## src/rtl/prbs_test_sequencer.sv

```systemverilog
// PRBS link-test run controller: reseed, lock search, fixed measurement window, error count, LED.
// Optional macro PRBS_SEQ_RESYNC_EN: 8 consecutive errored bits in RUN drop back to SYNC.
module prbs_test_sequencer #(
    parameter int LOCK_LEN     = 64,
    parameter int SYNC_TIMEOUT = 4096,
    parameter int RUN_LEN      = 1000000,
    parameter int BLINK_DIV    = 12500000,
    parameter int ERR_W        = 16
) (
    input  logic             clk,
    input  logic             reset,
    input  logic             start,
    input  logic             stop,
    input  logic             prbs_valid,
    input  logic             PRBS_error,
    output logic             seed_load,
    output logic             chk_en,
    output logic             blinker,
    output logic             led,
    output logic [ERR_W-1:0] err_count,
    output logic [1:0]       state,
    output logic             pass,
    output logic             sync_fail
`ifdef PRBS_SEQ_RESYNC_EN
    ,
    output logic [7:0]       resync_count
`endif
);

    localparam int LOCK_W  = $clog2(LOCK_LEN + 1);
    localparam int TMO_W   = $clog2(SYNC_TIMEOUT + 1);
    localparam int RUN_W   = $clog2(RUN_LEN + 1);
    localparam int BLINK_W = $clog2(BLINK_DIV + 1);

    typedef enum logic [1:0] {
        IDLE = 2'd0,
        SYNC = 2'd1,
        RUN  = 2'd2,
        DONE = 2'd3
    } state_t;

    state_t cur_state, next_state;

    logic [BLINK_W-1:0] blink_cnt;
    logic [LOCK_W-1:0]  lock_cnt;
    logic [TMO_W-1:0]   timeout_cnt;
    logic [RUN_W-1:0]   run_cnt;
    logic [ERR_W-1:0]   err_next;

    logic good_bit, bad_bit;
    logic lock_hit, timeout_hit, run_hit;
    logic seed_load_d, chk_en_d, led_d;

    assign good_bit    = prbs_valid && !PRBS_error;
    assign bad_bit     = prbs_valid && PRBS_error;
    assign lock_hit    = good_bit && (lock_cnt == LOCK_W'(LOCK_LEN - 1));
    assign timeout_hit = prbs_valid && (timeout_cnt == TMO_W'(SYNC_TIMEOUT - 1));
    assign run_hit     = prbs_valid && (run_cnt == RUN_W'(RUN_LEN - 1));
    assign err_next    = (bad_bit && !(&err_count)) ? err_count + ERR_W'(1) : err_count;

`ifdef PRBS_SEQ_RESYNC_EN
    logic [2:0] burst_cnt;
    logic       resync_hit;
    assign resync_hit = bad_bit && (burst_cnt == 3'd7);
`endif

    assign state = cur_state;

    always_ff @(posedge clk or negedge reset) begin
        if (!reset) begin
            cur_state <= IDLE;
            seed_load <= 1'b0;
            chk_en    <= 1'b0;
            led       <= 1'b0;
        end else begin
            cur_state <= next_state;
            seed_load <= seed_load_d;
            chk_en    <= chk_en_d;
            led       <= led_d;
        end
    end

    // stop beats lock/completion; lock beats timeout on the same bit
    always_comb begin
        next_state = cur_state;
        case (cur_state)
            IDLE, DONE: begin
                if (start) next_state = SYNC;
            end
            SYNC: begin
                if (stop)             next_state = DONE;
                else if (lock_hit)    next_state = RUN;
                else if (timeout_hit) next_state = DONE;
            end
            RUN: begin
                if (stop)            next_state = DONE;
                else if (run_hit)    next_state = DONE;
`ifdef PRBS_SEQ_RESYNC_EN
                else if (resync_hit) next_state = SYNC;
`endif
            end
            default: next_state = IDLE;
        endcase
    end

    always_comb begin
        seed_load_d = (next_state == SYNC) && (cur_state != SYNC);
        chk_en_d    = (next_state == SYNC) || (next_state == RUN);
        led_d       = 1'b0;
        case (cur_state)
            IDLE:    led_d = 1'b0;
            SYNC:    led_d = blinker;
            RUN:     led_d = (err_count == '0) ? 1'b1 : blinker;
            DONE:    led_d = pass ? 1'b1 : blinker;
            default: led_d = 1'b0;
        endcase
    end

    // free-running blink prescaler, independent of the sequencer state
    always_ff @(posedge clk or negedge reset) begin
        if (!reset) begin
            blink_cnt <= '0;
            blinker   <= 1'b0;
        end else if (blink_cnt == BLINK_W'(BLINK_DIV - 1)) begin
            blink_cnt <= '0;
            blinker   <= ~blinker;
        end else begin
            blink_cnt <= blink_cnt + BLINK_W'(1);
        end
    end

    always_ff @(posedge clk or negedge reset) begin
        if (!reset) begin
            lock_cnt     <= '0;
            timeout_cnt  <= '0;
            run_cnt      <= '0;
            err_count    <= '0;
            pass         <= 1'b0;
            sync_fail    <= 1'b0;
`ifdef PRBS_SEQ_RESYNC_EN
            burst_cnt    <= '0;
            resync_count <= '0;
`endif
        end else begin
            case (cur_state)
                IDLE, DONE: begin
                    if (start) begin
                        lock_cnt     <= '0;
                        timeout_cnt  <= '0;
                        run_cnt      <= '0;
                        err_count    <= '0;
                        pass         <= 1'b0;
                        sync_fail    <= 1'b0;
`ifdef PRBS_SEQ_RESYNC_EN
                        burst_cnt    <= '0;
                        resync_count <= '0;
`endif
                    end
                end
                SYNC: begin
                    if (stop) begin
                        pass      <= 1'b0;
                        sync_fail <= 1'b0;
                    end else if (prbs_valid) begin
                        if (lock_hit) begin
                            lock_cnt    <= '0;
                            timeout_cnt <= '0;
`ifdef PRBS_SEQ_RESYNC_EN
                            burst_cnt   <= '0;
`endif
                        end else begin
                            lock_cnt    <= PRBS_error ? '0 : lock_cnt + LOCK_W'(1);
                            timeout_cnt <= timeout_cnt + TMO_W'(1);
                            if (timeout_hit) begin
                                sync_fail <= 1'b1;
                                pass      <= 1'b0;
                            end
                        end
                    end
                end
                RUN: begin
                    if (stop) begin
                        pass      <= 1'b0;
                        sync_fail <= 1'b0;
                    end else if (prbs_valid) begin
                        run_cnt   <= run_cnt + RUN_W'(1);
                        err_count <= err_next;
                        if (run_hit) pass <= (err_next == '0);
`ifdef PRBS_SEQ_RESYNC_EN
                        if (!PRBS_error) begin
                            burst_cnt <= '0;
                        end else if (resync_hit && !run_hit) begin
                            burst_cnt   <= '0;
                            lock_cnt    <= '0;
                            timeout_cnt <= '0;
                            if (resync_count != 8'hFF) resync_count <= resync_count + 8'd1;
                        end else begin
                            burst_cnt <= burst_cnt + 3'd1;
                        end
`endif
                    end
                end
                default: ;
            endcase
        end
    end

endmodule

```

## config.mk

```make
export PLATFORM = sky130hd
export DESIGN_NAME = prbs_test_sequencer
export DESIGN_NICKNAME = d
export VERILOG_FILES = /design/src/rtl/prbs_test_sequencer.sv
export SDC_FILE = /design/constraint.sdc
export NUM_CORES = 1
export LEC_CHECK = 0
export ABC_AREA = 1
export CAP_MARGIN = 5
export CORE_MARGIN = 3
export CORE_UTILIZATION = 55
export CTS_BUF_LIST = sky130_fd_sc_hd__clkbuf_16
export DETAILED_ROUTE_END_ITERATION = 16
export PLACE_DENSITY = 0.85
export SYNTH_ARGS = -nofsm -noshare
export SYNTH_HDL_FRONTEND = slang
export SYNTH_SLANG_ARGS = --single-unit
```

## constraint.sdc

```tcl
create_clock -name clk -period 2.08 [get_ports clk]
set_input_delay 0.52 -clock clk [delete_from_list [all_inputs] [get_ports clk]]
set_output_delay 0.52 -clock clk [all_outputs]
set_load 0.005 [all_outputs]
```

# After elaboration in Yosys (flattened, before gate mapping)
# Index checks and enable logic that the tools add are counted.
# classes
add_sub_neg,5
eq_ne,21
n_mux,46
bitwise,1
n_reduce_logical,21
# op_table
op,n
2-to-1 mux 16 bit,4
2-to-1 mux 20 bit,3
2-to-1 mux 13 bit,4
case mux 20 bit (2 select lines),1
2-to-1 mux 7 bit,5
zero test 16 bit,2
case mux 16 bit (2 select lines),1
case mux 13 bit (2 select lines),1
"adder 24 x 1 -> 24 bit, second input constant",1
"equality test 24 bit, second input constant",1
2-to-1 mux 24 bit,1
"adder 20 x 1 -> 20 bit, second input constant",1
"equality test 20 bit, second input constant",1
"adder 16 x 1 -> 16 bit, second input constant",1
AND reduction 16 bit,1
2-to-1 mux 1 bit,15
"inequality test 3 bit, second input constant",5
case mux 7 bit (2 select lines),1
"adder 13 x 1 -> 13 bit, second input constant",1
"equality test 13 x 12 -> 1 bit, second input constant",1
2-to-1 mux 2 bit,6
"inequality test 2 bit, second input constant",6
AND reduction 4 bit,2
"adder 7 x 1 -> 7 bit, second input constant",1
other kinds (16),28
# totals
register_bits,88
inputBits,6
wordCells,106

# Logic depth before layout (Yosys ltp)
# Gate-level depths: netlist (run 1).
# depth
word_depth,9
ltp_mapped,14

# Worst setup path before layout (run 1)
# OpenSTA, ideal clock, no wires.
# synth_timing
kind,reg-to-reg
start,"register cur_state[0], in the netlist state[0]"
end,register run_cnt[14]
setup_time_ns,0.117
arrival_ns,1.862
required_time_ns,1.963
setup_slack_ns,0.101
stages_incl_launch_ff,14
n_path_buf,0
path_cell_list,dfrtp_1 -> inv_1 -> ha_1 -> nor2_2 -> a21oi_1 -> nand2_2 -> clkinv_2 -> nand3_2 -> nor3_4 -> nand3_2 -> nor2_2 -> nand2_1 -> nand2_1 -> nor2_1
# synth_between
elab_chain_cells,4
# synth_rtl
element,line_no,source
start: declaration,42,"state_t cur_state, next_state;"
start signal: assignment,76,cur_state <= next_state;
equality test 2 bit / zero test 2 bit (equally long branches),145,case (cur_state)
OR reduction 2 bit,145,
inequality test 2 bit (no source line) / nonzero test 2 bit (equally long branches),n/a,
AND reduction 4 bit (no source line),n/a,
end signal: assignment,186,run_cnt <= run_cnt + RUN_W'(1);
end: declaration,47,logic [RUN_W-1:0] run_cnt;
# Parallel ways exist; a longest one is shown, timed or not.
# A chain may end at the register's enable or synchronous reset.

# Final worst setup path (run 1)
# layout_timing
start,input port prbs_valid
end,register run_cnt[14]
# layout_between
elab_chain_cells,2
# layout_rtl
element,line_no,source
start: declaration,14,"input logic prbs_valid,"
inequality test 2 bit (no source line),n/a,
AND reduction 4 bit (no source line),n/a,
# Every way passes these cells.

==> summary.md, run 1 <==
The run finished, with violations left. The checks that failed: setup timing. Top flip-flop cell by instance count after synthesis: sky130_fd_sc_hd__dfrtp_1. Startpoint class of the critical path: an input port. The total count of hold-check failures in the final report came out at 0.

The cell sitting at the root of the clock tree is a sky130_fd_sc_hd__clkbuf_16. The number of global-route vias before repair came out at 5387. No sink is reached through more buffers than the 2 on the longest clock path. Detailed routing inserted a total of 5381 vias. The Yosys warning count was 0; the area share of the largest cell type after synthesis was 41.27%. The worst register-to-register path has a depth of 13. The run gives 836 as the post-layout net count. In the global route stage, overall resource usage came out at 26.52%. The logs give 691 for the filler cell count and 0 for the remaining design rule violation count. Dividing the final minimum period by the clock period gives 102.4%.

The initial antenna violation count came out at 0. The transition time at the pin with the least slew margin is 0.4731 ns, and the time the final worst path needs with I/O delays and setup is 2.130 ns. Counting every net in the synthesized netlist gives 742.

The floorplan step defined a die boundary enclosing 0.01092 mm². The count of standard-cell rows was 35; the global placement routability congestion was 0.9595. The setup path with the least slack is of type in2reg.

Cells with a size suffix above 1 make up 16.02% of the layout. In this run the static leakage power is 3.127 nW. The H-tree was split into 3 levels.

The tightest min-delay check is of the in2async type. The mean instance size in the synthesized netlist was 7.361 µm². Traced cell by cell, the critical path runs through clkdlybuf4s50_1 -> inv_1 -> o21ai_1 -> nand2_2 -> inv_4 -> nand3_4 -> nor3_4 -> nand3_2 -> nor2_2 -> nand2_1 -> nand2_1 -> nor2_1. For the leftover overflow at the end of global routing, the log shows 0.

Hold is met by 0.09821 ns. The number of synthesized register bits is 88. For this run, the top clock speed supported by timing is 469.4 MHz. The run gives 57.21% as the starting density of the core. For the post-layout utilization of the core, the log shows 71.11%.

The number of synthesized flops with an enable pin was 0. On the critical path the largest part of the delay comes from simple AND/OR/NAND/NOR gates. The number of buffers created by CTS came out at 9. The number of buffers and inverters on the critical path is 3. For this design, the slowest cell found on the critical path is sky130_fd_sc_hd__clkdlybuf4s50_1.

The total setup violations reported at the end of the flow was 3. The first global-routing pass estimated 23940 µm of wire. After detailed placement, the total cell area comes to 0.006191 mm².

0 antenna diodes ended up in the layout. From left edge to right edge, the die measures 104.5 µm. The maximum ir drop on the vdd rail is 0.0007755 V, and the post-synthesis sequential area ratio is 41.27%.

For this block, the initial DRC count from the detailed router was 483. The tools report the netlist area before placement as 0.005336 mm². Of all flip-flops after synthesis, the portion carrying an async set or reset was 100.0%.

In this run the standard cell core region covers 0.009328 mm². The max-slew violation count was 0. After detailed routing, the total wire length is 14330 µm. At the worst endpoint, the required time is 2.31 ns. The iteration count of the initial detailed-routing pass is 6, and the clock-pin slew on the worst setup and hold paths is 0.06 ns. In this run the remaining antenna-violating nets after routing total 0. The largest area contributor in the netlist is sky130_fd_sc_hd__dfrtp_1.

Setup repair after global routing could not meet its margin everywhere. For the worst-case headroom to the max-slew limit, the log shows 68.22%. Clock skew on the completed layout was measured at 0.01012 ns.

The count of buffers from port buffering was 29. The startpoint identified for the worst register-to-register timing path is state[1]. The tools report the max-cap check violation count as 0. In this design, the stage delay of the slowest critical-path cell is 0.50 ns.

Clock latency on the worst-skew pair, taken at its later pin, is 0.34 ns. The run gives -0.05020 ns as the final critical-path setup slack. Along the worst path, the maximum fanout reaches 4.

The number of different library cells used by synthesis comes to 45. Pin placement for this block handled 30 I/O pins. Y dimension of the die: 104.5 µm. The area overhead of the layout relative to synthesis was 24.29%; the flop-to-flop setup slack was -0.05 ns. Data arrives at the worst endpoint at 2.36 ns. The worst register-to-register path ends at run_cnt[14].

In this design, the critical path's most frequently occurring cell is sky130_fd_sc_hd__nand2_1. For this design the ratio of total power to cell area is 905.4 mW/mm². In the post-synthesis netlist, the biggest area contributors are sky130_fd_sc_hd__dfrtp_1 41%, sky130_fd_sc_hd__nand2_1 11%, sky130_fd_sc_hd__inv_1 8.2%, sky130_fd_sc_hd__nor2_1 4.9%, sky130_fd_sc_hd__nand3_1 4.7%.

Once layout is done, the placed cells without fillers occupy 0.006633 mm². Using the TritonRoute via totals, the vias-per-cell ratio works out to 5.646. For the sum of net half-perimeters after detailed placement, the log shows 10010 µm. The total clock sinks came out at 88. Entering global routing, the biggest net connects 40 pins. After detailed routing, the average wire length per cell comes to 15.03 µm. The worst setup path is captured at a register.

The design draws 6.005 mW. TritonCTS built the clock tree. Synthesis produced a netlist whose cell count is 725.
-- cell usage after synthesis, types with 4 or more instances --
master,n
sky130_fd_sc_hd__nand4_1,26
sky130_fd_sc_hd__dfrtp_1,88
sky130_fd_sc_hd__nor2_2,9
sky130_fd_sc_hd__o21ai_0,43
sky130_fd_sc_hd__nor4_1,9
sky130_fd_sc_hd__o22ai_1,6
sky130_fd_sc_hd__nand2_2,4
sky130_fd_sc_hd__nor3_1,22
sky130_fd_sc_hd__nand3_1,50
sky130_fd_sc_hd__inv_1,117
sky130_fd_sc_hd__nand2_1,161
sky130_fd_sc_hd__xor2_1,14
sky130_fd_sc_hd__nor2_4,5
sky130_fd_sc_hd__clkbuf_1,4
sky130_fd_sc_hd__ha_1,11
sky130_fd_sc_hd__nor2_1,70
sky130_fd_sc_hd__a21oi_1,35
-- area by class of cell --
| cell class | instances | area, µm² | share of cell area (%) |
|---|---|---|---|
| multi-input cells | 507 | 2706 | 40.80 |
| flip-flops and latches | 88 | 2202 | 33.20 |
| repair buffers | 94 | 817.0 | 12.32 |
| inverters | 119 | 449.2 | 6.772 |
| clock buffers | 9 | 225.2 | 3.396 |
| well taps | 129 | 161.4 | 2.434 |
| clock inverters | 7 | 71.32 | 1.075 |
-- what timing repair did --
| action | 4_1_cts | 5_1_grt |
|---|---|---|
| setup buffers | 1 | 6 |
| pin swaps | 1 | 8 |
| setup endpoints to repair | 8 | 29 |
| endpoints found under the hold margin | 0 | 0 |
| hold buffers | 0 | 0 |
| gates resized for setup | 2 | 26 |
-- placed cells by master, fill, tap and decap left out, types with 3 or more instances in the layout --
| cell type | Yosys | layout |
|---|---|---|
| sky130_fd_sc_hd__nor3b_1 | 3 | 3 |
| sky130_fd_sc_hd__clkdlybuf4s50_1 | 0 | 28 |
| sky130_fd_sc_hd__ha_1 | 11 | 7 |
| sky130_fd_sc_hd__nor2_4 | 5 | 6 |
| sky130_fd_sc_hd__nand4_1 | 26 | 26 |
| sky130_fd_sc_hd__nand2_2 | 4 | 6 |
| sky130_fd_sc_hd__a211oi_1 | 3 | 3 |
| sky130_fd_sc_hd__nand2_1 | 161 | 159 |
| sky130_fd_sc_hd__nor2_1 | 70 | 67 |
| sky130_fd_sc_hd__o21ai_1 | 3 | 5 |
| sky130_fd_sc_hd__nor3_1 | 22 | 20 |
| sky130_fd_sc_hd__buf_4 | 0 | 62 |
| sky130_fd_sc_hd__nand3_1 | 50 | 50 |
| sky130_fd_sc_hd__inv_2 | 1 | 4 |
| sky130_fd_sc_hd__xor2_1 | 14 | 14 |
| sky130_fd_sc_hd__dfrtp_1 | 88 | 88 |
| sky130_fd_sc_hd__o21ai_0 | 43 | 40 |
| sky130_fd_sc_hd__inv_1 | 117 | 115 |
| sky130_fd_sc_hd__nor4_1 | 9 | 8 |
| sky130_fd_sc_hd__a21oi_1 | 35 | 33 |
| sky130_fd_sc_hd__clkbuf_16 | 0 | 9 |
| sky130_fd_sc_hd__nor2_2 | 9 | 11 |
| sky130_fd_sc_hd__o22ai_1 | 6 | 6 |
| sky130_fd_sc_hd__nor3_2 | 2 | 4 |
| sky130_fd_sc_hd__a31oi_1 | 3 | 3 |
| sky130_fd_sc_hd__or2_2 | 3 | 3 |
| sky130_fd_sc_hd__buf_12 | 0 | 3 |
-- where the power goes --
group | leakage, nW | internal, mW | total (mW) | switching (mW)
Combinational | 1.78 | 1.03 | 2.40 | 1.37
Clock | 0.144 | 0.934 | 1.65 | 0.720
Sequential | 1.20 | 1.85 | 1.95 | 0.102
Total | 3.13 | 3.81 | 6.01 | 2.20
-- metrics by stage --
stage	setup TNS, ns	worst slack (ns)	std cells
CTS	0	0.01531	947
global placement	-2.535	-0.1384	930
floorplan	0	0.1013	725
detailed placement	-3.647	-0.1963	930
global route	-0.4768	-0.1292	953
finish	-0.07978	-0.05020	953
-- cells by family after synthesis --
group	share of synthesized area, %
DFF	41.27
and+or+nand+nor	32.61
buffers and inverters	9.660
AOI/OAI and AO/OA	11.25
xor gates and xnor gates	2.626
adders and majority gates	2.579
-- flip-flops by register name (all words and copies together) (netlist names) --
signal / count
state: 2
led: 1
timeout_cnt: 13
seed_load: 1
blink_cnt: 24
run_cnt: 20
sync_fail: 1
chk_en: 1
blinker: 1
pass: 1
lock_cnt: 7
err_count: 16
-- worst max path at each step --
stage               start           to  depth (start not counted)
4_1_cts          state[1]  run_cnt[14]                         13
3_3_place_gp   prbs_valid       chk_en                         12
5_1_grt        prbs_valid  run_cnt[14]                         12
6_report       prbs_valid  run_cnt[14]                         12
3_5_place_dp   prbs_valid  lock_cnt[4]                         10
2_1_floorplan    state[0]  run_cnt[14]                         13
-- worst register-to-register path, delay by kind of cell, from the launching register on --
family / cells / cell delay [ns]
AO/OA/AOI/OAI: 1 / 0.13
buffers and inverters: 2 / 0.18
flip-flops: 1 / 0.38
AND/OR/NAND/NOR: 9 / 0.98
adder cells (fa/ha/maj): 1 / 0.32
-- metal layers --
layer | up-vias | track usage [%] | routed length [µm]
li1 | 2555 | - | -
met1 | 2502 | 33.13 | 5909
met2 | 263 | 43.54 | 6961
met3 | 61 | 5.214 | 973
met4 | 0 | 13.77 | 480
met5 | - | 0 | 0
(Power assumes the default switching activity.)
==> run 2: changes to the inputs <==
--- a/config.mk
+++ b/config.mk
@@ -6,7 +6,7 @@
 export NUM_CORES = 1
 export LEC_CHECK = 0
 export ABC_AREA = 1
-export CAP_MARGIN = 5
+export CAP_MARGIN = 20
 export CORE_MARGIN = 3
 export CORE_UTILIZATION = 55
 export CTS_BUF_LIST = sky130_fd_sc_hd__clkbuf_16
==> results of run 2 <==
Same layout as run 1: the final DEF is identical, and so are final timing and power.
==> run 3: changes to the inputs <==
--- a/config.mk
+++ b/config.mk
@@ -11,7 +11,9 @@
 export CORE_UTILIZATION = 55
 export CTS_BUF_LIST = sky130_fd_sc_hd__clkbuf_16
 export DETAILED_ROUTE_END_ITERATION = 16
+export HOLD_SLACK_MARGIN = 0.15
 export PLACE_DENSITY = 0.85
+export REMOVE_ABC_BUFFERS = 1
 export SYNTH_ARGS = -nofsm -noshare
 export SYNTH_HDL_FRONTEND = slang
 export SYNTH_SLANG_ARGS = --single-unit
==> run 3 against run 2 <==
  * The flow now finishes without violations
  * Count of clock-buffer cells in the layout is the same
  * Via count shrank 2.2%
  * Clock skew fell by 0.0022 ns
  * Utilization shrank 0.84 points
  * First-iteration DRC count is 22% lower
  * Clock power decreased by 8%
  * Final area shrank 1.2%
  * Sequential cell count stayed put
==> summary.md, run 3 (synthesis results as in run 1) <==
The flow ran to the end, and the final reports show no timing, DRC or antenna violations. Area overhead of the layout relative to synthesis: 22.81%. The maximum fanout along the worst path came out at 4 (unchanged). The power density over cell area is 868.8 mW/mm² (-4.1%), and the leakage dissipation is 3.099 nW (-0.89%).

The tools report the data arrival at the endpoint of the critical path as 2.26 ns (-0.10 ns). Setup repair after global routing could not meet its margin everywhere. The reg-to-reg endpoint is run_cnt[14].

The maximum operating frequency is 495.0 MHz (+5.4%). The I/O pin total is 30 (unchanged), and the area taken by flip-flops and latches is 0.002202 mm² (unchanged). The time the final worst path needs with I/O delays and setup is 2.020 ns (-0.1100 ns). Traced cell by cell, the critical path runs through buf_4 -> ha_2 -> inv_1 -> a21oi_2 -> nand2_2 -> clkinv_2 -> nand3_2 -> nor3_4 -> nand3_2 -> nor2_4 -> nand2_1 -> nand2_1 -> nor2_1. The count of buffers from port buffering came out at 29 (unchanged).

The clock latency on the worst-skew pair is 0.35 ns (about the same). In this run the critical register-to-register path is launched from state[1]. The average wire per standard cell is 14.31 µm (-4.8%).

For the max-cap check violation count, the log shows 0 (unchanged). The clock-pin slew on the worst setup and hold paths is 0.06 ns (about the same). Register containing the most flip-flops in the final layout: blink_cnt. The delay of the slowest cell on the worst path was 0.37 ns (-0.13 ns); the post-route non-filler standard cell count was 951 (-0.21%). Leaving out fill and tap cells, the most frequent cells in the layout are 159 x sky130_fd_sc_hd__nand2_1, 115 x sky130_fd_sc_hd__inv_1, 88 x sky130_fd_sc_hd__dfrtp_1. The post-layout net count came out at 834 (-0.24%). The final period utilization was 97.13% (-5.3 points); the register share of total power was 34.2% (+1.7 points). Area inside the core boundary: 0.009328 mm² (unchanged). The transition time at the pin with the least slew margin was 0.5258 ns (+0.05271 ns). The tools report the deepest clock path buffer count as 2 (unchanged). Part of the power in combinational logic: 39.2% (-0.8 points). The remaining design rule violation count was 0 (unchanged); the width of the die was 104.5 µm (unchanged).

For the required arrival time at the worst endpoint, the log shows 2.32 ns (about the same). The tools report the clock network power share as 26.6% (-0.9 points). The switching power is 2.099 mW (-4.5%).

For the flop-to-flop setup slack, the log shows 0.06 ns (+0.11 ns). The number of H-tree branching levels is 3 (unchanged). The worst setup path is of the reg2reg kind.

The maximum ir drop on the vdd rail is 0.0004609 V (-41%). The tree is rooted in a sky130_fd_sc_hd__clkbuf_16. The tools report the worst hold slack across all endpoints as 0.1473 ns (+0.04907 ns).

The share of cells above drive strength 1 came out at 15.57% (-0.45 points). Global placement routability congestion: 0.9184 (-4.3%). The total setup violations reported at the end of the flow came out at 0 (-3).

The via density per instance was 5.535 (-2.0%); the initial antenna violation count was 0 (unchanged). The first-pass GRT wire length was 23210 µm (-3.1%). The total clock sinks was 88 (unchanged); the worst clock skew on the final layout was 0.007964 ns (-0.002160 ns).

The logs give 8 (+2) for the iteration count of the initial detailed-routing pass and 40 (unchanged) for the maximum number of pins on one net before global-route repair. The total instance count after detailed placement was 933 (+0.32%). The tools report the count of standard-cell rows as 35 (unchanged).

Internal power consumption: 3.595 mW (-5.6%). TritonCTS built the clock tree. The worst-case headroom to the max-slew limit was 64.95% (-3.3 points).

The number of vias in the routed layout came out at 5264 (-2.2%). The max-slew violation count was 0 (unchanged); the detailed router's first-iteration violation count was 377 (-22%). Final wirelength: 13610 µm (-5.0%). The number of buffers created by CTS is 9 (unchanged), and the overall routing resource usage is 25.62% (-0.89 points). The post-route total power was 5.694 mW (-5.2%). The slowest stage cell on the critical path is sky130_fd_sc_hd__dfrtp_1. The tools report the total count of hold-check failures in the final report as 0 (unchanged). The worst setup path is captured at a register. In this run the worst hold path is classified as in2async. Final antenna diode count: 0 (unchanged).

The starting density of the core is 57.21% (unchanged). The y dimension of the die came out at 104.5 µm (unchanged). The flip-flop count of the largest register after layout came out at 24 (unchanged).

STA classifies the critical path startpoint as a register. The tools report the leftover overflow at the end of global routing as 0 (unchanged). The run gives 0.002683 mm² (-0.88%) as the combined area of the multi-input logic cells.

The number of routed nets with antenna violations is 0 (unchanged), and the hold buffer count at cts is 0 (unchanged). Leading cell type in the layout, fill and taps excluded: sky130_fd_sc_hd__nand2_1. The fraction of power spent switching nets came out at 36.86% (+0.28 points). Die outline area: 0.01092 mm² (unchanged). In the final layout, the registers with the most flip-flops are blink_cnt (24), run_cnt (20), err_count (16).

The sum of net half-perimeters after detailed placement was 10040 µm (+0.35%). The logs give 718 (+3.9%) for the filler cell count and 5156 (-4.3%) for the number of global-route vias before repair. The logs give 0.05975 ns (+0.1100 ns) for the final critical-path setup slack and -0.2367 ns (-0.04044 ns) for the pre-CTS worst setup slack.

The number of cells on the worst reg-to-reg path is 13 (unchanged). For the total negative slack for setup checks, the log shows 0 ns (+0.07978 ns).
[run 3: metrics by stage]
| step | utilization [%] | area (µm²) |
|---|---|---|
| 6_report | 70.26 | 6554 |
| 5_1_grt | 70.26 | 6554 |
| 4_1_cts | 69.42 | 6475 |
| 3_5_place_dp | 66.48 | 6201 |
| 3_3_place_gp | 66.48 | 6201 |
| 2_1_floorplan | - | 5269 |
[run 3: worst max path at each step]
stage	slack, ns	end	startpoint
finish	0.06	run_cnt[14]	state[1]
global route	-0.04	run_cnt[14]	state[1]
CTS	0.02	run_cnt[14]	state[0]
detailed placement	-0.24	run_cnt[14]	prbs_valid
floorplan	-0.47	run_cnt[14]	state[0]
global placement	-0.16	chk_en	prbs_valid
[run 3: per-layer routing]
layer	up-vias	routed length [µm]	GRT usage, %
li1	2553	-	-
met3	26	698	3.786
met1	2494	5728	31.72
met4	0	274	10.92
met2	191	6907	44.51
met5	-	0	0
[run 3: power by group through the flow]
stage	sequential, mW	combinational [mW]	clock (mW)
final	1.95	2.23	1.51
after global routing	1.96	2.45	1.61
after CTS	1.94	2.12	1.53
after detailed placement	1.97	2.10	0
after global placement	1.96	2.02	0
after floorplan	1.96	1.02	0
[run 3: layout make-up]
| type | instances | share of cell area (%) |
|---|---|---|
| inverters | 119 | 6.835 |
| clock inverters | 7 | 0.7446 |
| multi-input cells | 507 | 40.93 |
| clock buffers | 9 | 3.436 |
| flip-flops and latches | 88 | 33.60 |
| well taps | 129 | 2.463 |
| repair buffers | 92 | 11.99 |
[run 3: critical path: cells and delay by family (launching register included)]
kind	cells	cell delay (ns)
AOI/OAI and AO/OA	1	0.13
adders and majority gates	1	0.20
buffers and inverters	3	0.30
DFF	1	0.37
and+or+nand+nor	8	0.90
[run 3: timing repair]
action	in CTS	in global routing
buffers inserted	0	2
endpoints found under the setup margin	0	35
gates resized for setup	0	22
==> RTL edit, RTL diff (config.mk and constraints of run 1) <==
The parameter `ERR_W` goes from 16 to 32.
--- a/src/rtl/prbs_test_sequencer.sv
+++ b/src/rtl/prbs_test_sequencer.sv
@@ -5,7 +5,7 @@
     parameter int SYNC_TIMEOUT = 4096,
     parameter int RUN_LEN      = 1000000,
     parameter int BLINK_DIV    = 12500000,
-    parameter int ERR_W        = 16
+    parameter int ERR_W        = 32
 ) (
     input  logic             clk,
     input  logic             reset,
Interface: changed (resized err_count); port bits go from 30 to 46. No check against the original RTL was run, so the function may have changed too.
==> RTL edit against run 1 <==
  * Via count up 29%
  * Worst setup slack worse by 0.094 ns
  * Power up 12%
  * Sequential cell count up 16
  * Wire length up 35%
  * Area after synthesis up 20%
  * Critical path type is now reg2reg
  * Largest cell class unchanged
  * The run still ends with setup timing left
  * Final area up 31%
==> RTL edit: results <==
[synthesis]
syn-num-nets = 919
yosys.area_share.adder_pct = 2.154
yosys_register_bits = 104
ys_top_cells_by_area = dfrtp_1, nand2_1, inv_1
synth_common_cells = nand2_1, inv_1, nor2_1
synth-seq-area-share_pct = 40.73
syn_avg_cell_area_um2 = 7.084

[detailed_routing]
drt_iter0_drc = 664
met2WireLength_um = 9503
viasPerCell = 5.704
wire_per_inst_um = 15.84

[sta]
setup_tns_ns = -0.5198
fin_skew_ns = 0.01014
final.setup.worst_slack_ns = -0.1438
setup_violations = 7

[setup_path]
crit_fanout = 5
worstReg2RegStart = state[0]$_DFF_PN0_
crit_type = reg2reg
crit_path_top_delay_cell = dfrtp_1
max_stage_delay_ns = 0.40

[place]
port_buffers = 45
dp.cells = 1186
hpwlAfterDp_um = 13110

[global_route]
gr-usage-met1_pct = 35.73
grt_pass1_vias = 6517
use_met2_pct = 48.76
track_usage_pct = 28.89
grt_pass1_wl_um = 30040

[layout]
num-fill-cells = 753
multi_input_gates = 651
final-seq-area_um2 = 2603
multi_input_area_share_pct = 41.44
clkCellAreaFrac_pct = 3.535
fin_nets = 1092
inverters = 134
post_route_cells_drive_above_1_share_pct = 22.91

[outcome]
status = finished with violations
violations = setup timing

[clocking]
post_cts_buffers = 4
post_cts_resized = 25

[power_and_ir_drop]
max-vdd-ir-drop_mv = 0.7403
## RTL edit: cell count changes in the layout (fill, tap and decap cells not counted), moves of 8 or more
cell / change
nor2_4: +8
buf_4: +61
clkdlybuf4s50_1: +14
nor2_2: +8
o22ai_1: +12
nor2_1: +21
nand2_1: +66
dfrtp_1: +16
## RTL edit: per-stage QoR
stage                     hold slack, ns  cell area (um^2)  worst slack, ns
final                             0.1059              8672          -0.1438
after floorplan                   0.2244              6417          0.01380
after CTS                         0.1115              8272         -0.04651
after global routing              0.1231              8672          -0.2372
after detailed placement          0.4833              7860          -0.5374
after global placement            0.4726              7860          -0.4719
## RTL edit: critical path: cells and delay by family, from the launching register on
family                   cells  cell delay [ns]
buffers and inverters        2             0.18
adder cells (fa/ha/maj)      1             0.24
AND/OR/NAND/NOR             10             1.30
flip-flops                   1             0.40
## RTL edit: where the power goes
group	switching (uW)	total [uW]	internal, uW
sequential	105	2260	2160
clock	758	1800	1040
combinational	1480	2660	1190
